<file path="config.mk">
export PLATFORM = sky130hd
export DESIGN_NAME = dmem_ctrl
export DESIGN_NICKNAME = d
export VERILOG_FILES = /design/src/rtl/dmem_pkg.sv /design/src/rtl/dmem_wdog.sv /design/src/rtl/dmem_ctrl.sv
export SDC_FILE = /design/constraint.sdc
export NUM_CORES = 1
export LEC_CHECK = 0
export ABC_CLOCK_PERIOD_IN_PS = 1300
export CORE_MARGIN = 1.5
export CORE_UTILIZATION = 41
export CTS_CLUSTER_SIZE = 20
export DETAILED_ROUTE_END_ITERATION = 16
export GPL_ROUTABILITY_DRIVEN = 0
export PLACE_DENSITY = 0.8
export SETUP_SLACK_MARGIN = 0.02
export SLEW_MARGIN = 10
export SYNTH_ARGS = -nofsm -noshare
export SYNTH_HDL_FRONTEND = slang
export SYNTH_HIERARCHICAL = 1
export SYNTH_SLANG_ARGS = --single-unit
</file>
<file path="constraint.sdc">
create_clock -name clk -period 1.3 [get_ports clk]
set_input_delay 0.195 -clock clk [delete_from_list [all_inputs] [get_ports clk]]
set_output_delay 0.195 -clock clk [all_outputs]
set_load 0.01 [all_outputs]
</file>
<file path="src/rtl/dmem_pkg.sv">
// Shared types and constants for the data-memory controller.
// The optional watchdog is enabled with the DMEM_TIMEOUT_EN macro.
package dmem_pkg;

    localparam int DMEM_ADDR_W      = 7;
    localparam int DMEM_DATA_W      = 32;
    localparam int DMEM_TIMEOUT_CYC = 64;

    // Returned to the core when a read is abandoned by the watchdog.
    localparam logic [31:0] DMEM_ERR_DATA = 32'hDEAD_BEEF;

    typedef enum logic [1:0] {
        IDLE = 2'd0,
        WAIT = 2'd1,
        DONE = 2'd2
    } dmem_state_e;

endpackage

</file>
<file path="src/rtl/dmem_wdog.sv">
// Watchdog for the WAIT state of dmem_ctrl.
// It is instantiated only when DMEM_TIMEOUT_EN is defined.
// expire_o is asserted during the WAIT cycle whose increment would reach TIMEOUT_CYC,
// so the FSM leaves WAIT at the end of that cycle.
module dmem_wdog #(
    parameter int TIMEOUT_CYC = 64
) (
    input  logic clk,
    input  logic rst_n,
    input  logic clr_i,
    input  logic en_i,
    output logic expire_o
);

    localparam int CNT_W = $clog2(TIMEOUT_CYC + 1);

    logic [CNT_W-1:0] cnt_q;

    // Count WAIT cycles that end without an ack; saturate at the limit.
    always_ff @(posedge clk) begin
        if (!rst_n) begin
            cnt_q <= '0;
        end else if (clr_i) begin
            cnt_q <= '0;
        end else if (en_i && (cnt_q != CNT_W'(TIMEOUT_CYC))) begin
            cnt_q <= cnt_q + 1'b1;
        end
    end

    // Flag the cycle whose increment would reach the limit.
    always_comb begin
        expire_o = en_i && (cnt_q == CNT_W'(TIMEOUT_CYC - 1));
    end

endmodule

</file>
<file path="src/rtl/dmem_ctrl.sv">
// Data-memory controller between the single-cycle core's SRAM-style port and a
// req/ack backing memory. Each core access becomes one transaction, and the core
// is stalled until that transaction completes.
// Optional watchdog: define DMEM_TIMEOUT_EN to abandon a transaction after
// TIMEOUT_CYC WAIT cycles with no ack.
//
// state | meaning
// IDLE  | no transaction; capture the access when core_cen=0
// WAIT  | request outstanding; hold mem_* until ack (or timeout)
// DONE  | one unstalled cycle so the core can retire the access
module dmem_ctrl
    import dmem_pkg::*;
#(
    parameter int ADDR_W = DMEM_ADDR_W,
    parameter int DATA_W = DMEM_DATA_W
`ifdef DMEM_TIMEOUT_EN
    ,
    parameter int TIMEOUT_CYC = DMEM_TIMEOUT_CYC
`endif
) (
    input  logic              clk,
    input  logic              rst_n,
    input  logic              core_cen,
    input  logic              core_wen,
    input  logic              core_oen,
    input  logic [ADDR_W-1:0] core_a,
    input  logic [DATA_W-1:0] core_d,
    output logic [DATA_W-1:0] core_q,
    output logic              core_stall,
    output logic              mem_req,
    output logic              mem_we,
    output logic [ADDR_W-1:0] mem_addr,
    output logic [DATA_W-1:0] mem_wdata,
    input  logic              mem_ack,
    input  logic [DATA_W-1:0] mem_rdata,
    output logic              err
);

    dmem_state_e       state_q;
    logic              req_q;
    logic              we_q;
    logic [ADDR_W-1:0] addr_q;
    logic [DATA_W-1:0] wdata_q;
    logic [DATA_W-1:0] rdata_q;
    logic              err_q;
    logic              expire;

`ifdef DMEM_TIMEOUT_EN
    logic wdog_clr;
    logic wdog_en;

    // The watchdog clears on entry to WAIT and counts WAIT cycles that have no ack.
    always_comb begin
        wdog_clr = (state_q == IDLE) && !core_cen;
        wdog_en  = (state_q == WAIT) && !mem_ack;
    end

    dmem_wdog #(
        .TIMEOUT_CYC (TIMEOUT_CYC)
    ) u_wdog (
        .clk      (clk),
        .rst_n    (rst_n),
        .clr_i    (wdog_clr),
        .en_i     (wdog_en),
        .expire_o (expire)
    );
`else
    assign expire = 1'b0;
`endif

    // Transaction FSM. All memory-side outputs are registered here.
    always_ff @(posedge clk) begin
        if (!rst_n) begin
            state_q <= IDLE;
            req_q   <= 1'b0;
            we_q    <= 1'b0;
            addr_q  <= '0;
            wdata_q <= '0;
            rdata_q <= '0;
            err_q   <= 1'b0;
        end else begin
            case (state_q)
                IDLE: begin
                    if (!core_cen) begin
                        addr_q  <= core_a;
                        we_q    <= ~core_wen;
                        wdata_q <= core_d;
                        req_q   <= 1'b1;
                        state_q <= WAIT;
                    end
                end
                WAIT: begin
                    // An ack in the same cycle as expiry takes priority.
                    if (mem_ack) begin
                        req_q   <= 1'b0;
                        if (!we_q) begin
                            rdata_q <= mem_rdata;
                        end
                        state_q <= DONE;
                    end else if (expire) begin
                        req_q   <= 1'b0;
                        if (!we_q) begin
                            rdata_q <= DATA_W'(DMEM_ERR_DATA);
                        end
                        err_q   <= 1'b1;
                        state_q <= DONE;
                    end
                end
                // The core's still-low core_cen here belongs to the access just served.
                DONE: begin
                    state_q <= IDLE;
                end
                default: begin
                    state_q <= IDLE;
                end
            endcase
        end
    end

    // Stall the core in the same cycle that it issues the access, and release it only in DONE.
    always_comb begin
        case (state_q)
            IDLE:    core_stall = ~core_cen;
            WAIT:    core_stall = 1'b1;
            DONE:    core_stall = 1'b0;
            default: core_stall = 1'b0;
        endcase
    end

    // Output-enable gating of the read-data register.
    always_comb begin
        core_q = core_oen ? '0 : rdata_q;
    end

    assign mem_req   = req_q;
    assign mem_we    = we_q;
    assign mem_addr  = addr_q;
    assign mem_wdata = wdata_q;
    assign err       = err_q;

endmodule

</file>
Word-level counts from Yosys, hierarchy flattened

Cells that the tools add are included.

Memory bits (read-only): 0
Bits of input ports: 77
Register bits: 75
RAM bits: 0
Memories kept: 0
Latch bits: 0
Output and inout port bits: 75
Word-level logic and storage cells: 26

Divide/modulo/power cells: 0
Add/sub/neg operators: 0
Order comparisons: 0
Reductions and logical operators: 6
$mul: 0
Multiplexer cells: 8
Shifts and indexed selects: 0
Equality and inequality tests: 3
Bitwise gates (word level): 3

Operators by type and width:

| kind                                                            | number |
|---|---|
| 32-bit 2-to-1 mux                                               | 1 |
| 3-bit AND reduction                                             | 2 |
| 2-bit 2-to-1 mux                                                | 2 |
| 2-bit != test, second input constant                            | 2 |
| 1-bit case mux with 2 select lines                              | 2 |
| 2-bit case mux with 2 select lines                              | 1 |
| 2-bit AND reduction                                             | 2 |
| 1-bit NOT                                                       | 3 |
| 2-bit by 1-bit == test with 1-bit output, second input constant | 1 |
| 2-bit zero test                                                 | 1 |
| 1-bit 2-to-1 mux                                                | 2 |
| 2-bit nonzero test                                              | 1 |

Longest topological paths before layout

Depth after elaboration: 3
Depth in mapped cells: 4
Gate-level depth less buffers: 2

Worst setup path before layout

Ideal clock, no wire load.

Path type: reg2reg
From: register we_q (netlist: mem_we)
To: register rdata_q[10]
Period minus slack after synthesis: 1.118 ns
Cell stages (with the launch flop): 5
Setup slack: 0.182 ns
Required time: 1.228 ns
Arrival: 1.046 ns
Setup time: 0.072 ns
Path through: dfxtp_1 and4bb_1 buf_4 buf_6 mux2i_1

Cells in the longest elaborated chain, start to end: 2

RTL lines:

| what                          | line             | source |
|---|---|---|
| start, declared               | dmem_ctrl.sv:41  | `logic we_q;` |
| start signal, assigned        | dmem_ctrl.sv:86  | `we_q <= ~core_wen;` |
| 1-bit NOT (no line)           | n/a              |  |
| 3-bit AND reduction (no line) | n/a              |  |
| end signal, assigned          | dmem_ctrl.sv:97  | `rdata_q <= mem_rdata;` |
| end signal, assigned          | dmem_ctrl.sv:103 | `rdata_q <= DATA_W'(DMEM_ERR_DATA);` |
| end, declared                 | dmem_ctrl.sv:44  | `logic [DATA_W-1:0] rdata_q;` |

Every way passes these cells.
A chain may end at the register's enable or synchronous reset.

Worst setup path in the final report

From: register state_q[0]
To: register wdata_q[14] (netlist: mem_wdata[14])

Cells in the longest elaborated chain, start to end: 2

RTL lines:

| what                          | line            | source |
|---|---|---|
| start, declared               | dmem_ctrl.sv:39 | `dmem_state_e state_q;` |
| start signal, assigned        | dmem_ctrl.sv:74 | `state_q <= IDLE;` |
| start signal, assigned        | dmem_ctrl.sv:89 | `state_q <= WAIT;` |
| start signal, assigned        | dmem_ctrl.sv:99 | `state_q <= DONE;` |
| 2-bit zero test               | dmem_ctrl.sv:82 | `case (state_q)` |
| 2-bit AND reduction (no line) | n/a             |  |
| end signal, assigned          | dmem_ctrl.sv:87 | `wdata_q <= core_d;` |
| end, declared                 | dmem_ctrl.sv:43 | `logic [DATA_W-1:0] wdata_q;` |

Every way passes these cells.

==> run summary <==
status - finished clean
PD cells - 1030 nW/um^2
worst-path fanout max - 9
max-cap viol count - 0
sw frac - 0.255
# diodes - 0
Hold Crit Class - input port to flip-flop
Synth cell types - 18
hpwl dp - 5640 um
fin nets - 586
All-Layer GR Usage - 0.192
area occupied by multi-input gates - 1560 sq um
Hold WS - 0.213 ns
Seq. cell area - 1510 sq um
Tot Pwr - 5.06 mW
Critical Path RT - 1.56 ns
Starting Density - 0.420
Hold Path Sink - mem_wdata[28]$_SDFFE_PN0P_
clk_lat worst skew - 0.33 ns
Post-Place Cell Area - 4820 sq um
Synth top area share - 0.467
Tcrit/Tclk final - 0.982
H-tree depth - 3
leading area contributor after synthesis - dfxtp_1
async set-reset flop share out of synthesis - 0
sequential area share after synthesis - 0.467
reg-to-reg slack, setup - 0.02 ns
clk sinks - 75
Die Span Y - 91.5 um
cells along the critical path - buf_6 -> nor3_4 -> buf_6 -> clkbuf_16 -> mux2i_1
Final Max Slew Viols - 0
count of final hold-check violations - 0
initial antenna violation count - 0
delay-heaviest family, CP - buffers and inverters
total die area - 8380 sq um
Worst path slowest cell - dfxtp_4
Clock Skew - 0.00536 ns
initial DRC count - 59
slowest stage delay, CP - 0.37 ns
worst r2r src - state_q[0]$_SDFFE_PN0P_
vias in the first global route - 2840
Mapped Nets - 440
main flop type after synthesis - dfxtp_1
Layout Utilization - 0.642
sequential power share - 0.495
port bufs - 150
clk buf depth - 2
EDFF count, synth - 0
via count - 2857
largest net degree at the start of global routing - 69
first-pass GRT wire length - 12900 um
dpl ws - -0.447 ns
Vias/cell - 4.65
internal power - 3.77 mW
std cell rows - 32
WP depth - 5
Root Driver - clkbuf_8
IO Count - 152
CP Capture Type - flip-flop
CTS buffer count - 9
Synth top cells by count - nand2_1, dfxtp_1, mux2i_1
most frequent cell after synthesis - nand2_1
Design Area, Final - 4910 sq um
Area Overhead vs Synth - 52.7%
main area contributors after synthesis - dfxtp_1, mux2i_1, nand2_1
fin worst setup slack - 0.0237 ns
Worst-path clk slew - 0.08 ns
Peak VDD IR - 0.000676 V
Max Fclk - 783 MHz
DR WL/cell - 13.6 um
Post-Syn Area - 3210 sq um
drt total wl - 8380 um
# fillers - 699
setup tns final - 0 ns
Die Wd - 91.5 um
DR DRC count - 0
RSZ-0062 raised after global routing - yes
CTS tree - done
Final setup viols - 0
hold path start - rst_n
share of cells above drive strength 1 - 0.133
Clk pwr share - 0.312
reg-to-reg endpoint - mem_wdata[14]$_SDFFE_PN0P_
Cells after DPL - 596
combinational fraction of design power - 0.193
Core ar. - 7650 sq um
Hold Path Depth - 3
Reg2Reg Depth - 5
Seq cells post-synth - 75
Worst Path Arrival - 1.54 ns
Ys Warns - 6
Routed Antenna Nets - 0
number of buffers and inverters on the critical path - 3
sw power - 1.29 mW
cell count after synthesis - 363
most frequent CP cell - buf_6
leakage power - 2.19 nW
DR pass1 iterations - 4
GR Overflow Total - 0
critical path class - flip-flop to flip-flop
Min Clock Period, post-route - 1.28 ns
crit path launch type - flip-flop
Post-Layout Cell Count - 614
average size of a mapped cell - 8.85 sq um
## sequential cells by signal (all words and copies together) (netlist names)
signal,count
mem_we,1
mem_req,1
mem_addr,7
mem_wdata,32
state_q,2
rdata_q,32
## power by group through the flow
| stage | registers [mW] | logic (mW) | clock network [mW] |
|---|---|---|---|
| global route | 2.52 | 1.05 | 1.70 |
| finish | 2.51 | 0.975 | 1.58 |
| detailed placement | 2.56 | 1.01 | 0 |
| floorplan | 2.59 | 0.414 | 0 |
| CTS | 2.51 | 0.959 | 1.62 |
| global placement | 2.56 | 0.989 | 0 |
## per-layer routing
layer	share of wire	routed length [um]	global-route usage
met4	0.014	115	0.0638
met5	0	0	0
met2	0.50	4190	0.352
met3	0.066	557	0.0503
met1	0.42	3510	0.212
## how the worst max path moves through the flow
stage | start | endpoint | slack [ns]
6_report | state_q[0]$_SDFFE_PN0P_ | mem_wdata[14]$_SDFFE_PN0P_ | 0.02
3_5_place_dp | core_oen | core_q[1] | -0.45
2_1_floorplan | mem_we$_SDFFE_PN0P_ | rdata_q[10]$_SDFFE_PN0P_ | 0.18
3_3_place_gp | core_oen | core_q[31] | -0.40
5_1_grt | state_q[0]$_SDFFE_PN0P_ | mem_wdata[4]$_SDFFE_PN0P_ | -0.03
4_1_cts | rdata_q[1]$_SDFFE_PN0P_ | core_q[1] | 0.02
## timing repair
item / 4_1_cts / 5_1_grt
endpoints found under the setup margin: 79 / 70
pin swaps: 0 / 0
buffers inserted: 0 / 1
hold buffers: 0 / 0
resized for setup: 107 / 48
cloned: 1 / 2
## cells by family (layout without fill, tap and decap cells)
logic type,after synthesis,in the layout,share of synthesized area
simple gates,183,183,0.246
mux,72,72,0.224
other cells,1,1,0.00117
buf+inv,29,178,0.0522
flops,75,75,0.467
compound gates,3,3,0.00857
## final cells by class
type | instances | share of cell area
multi-input cells | 259 | 0.318
repair buffers | 163 | 0.313
flip-flops and latches | 75 | 0.308
clock buffers | 12 | 0.0316
well taps | 102 | 0.0260
clock inverters | 2 | 0.00255
inverters | 1 | 0.000765
## tightest hold or removal path, delay by kind of cell
kind | cells | cell delay (ns)
buffers and inverters | 1 | 0.17
and+or+nand+nor | 1 | 0.08
muxes | 1 | 0.05
## placed cells by master (no fill, tap or decap), types with 2 or more instances in the layout
| cell | instances |
|---|---|
| clkdlybuf4s50_1 | 74 |
| buf_2 | 3 |
| dlygate4sd2_1 | 41 |
| buf_4 | 2 |
| clkbuf_2 | 28 |
| dfxtp_2 | 3 |
| clkbuf_8 | 11 |
| buf_6 | 3 |
| dfxtp_1 | 71 |
| mux2i_1 | 72 |
| clkdlybuf4s15_1 | 2 |
| buf_12 | 6 |
| clkbuf_16 | 2 |
| nor2b_1 | 32 |
| nand2_1 | 144 |
(Power assumes the default switching activity.)
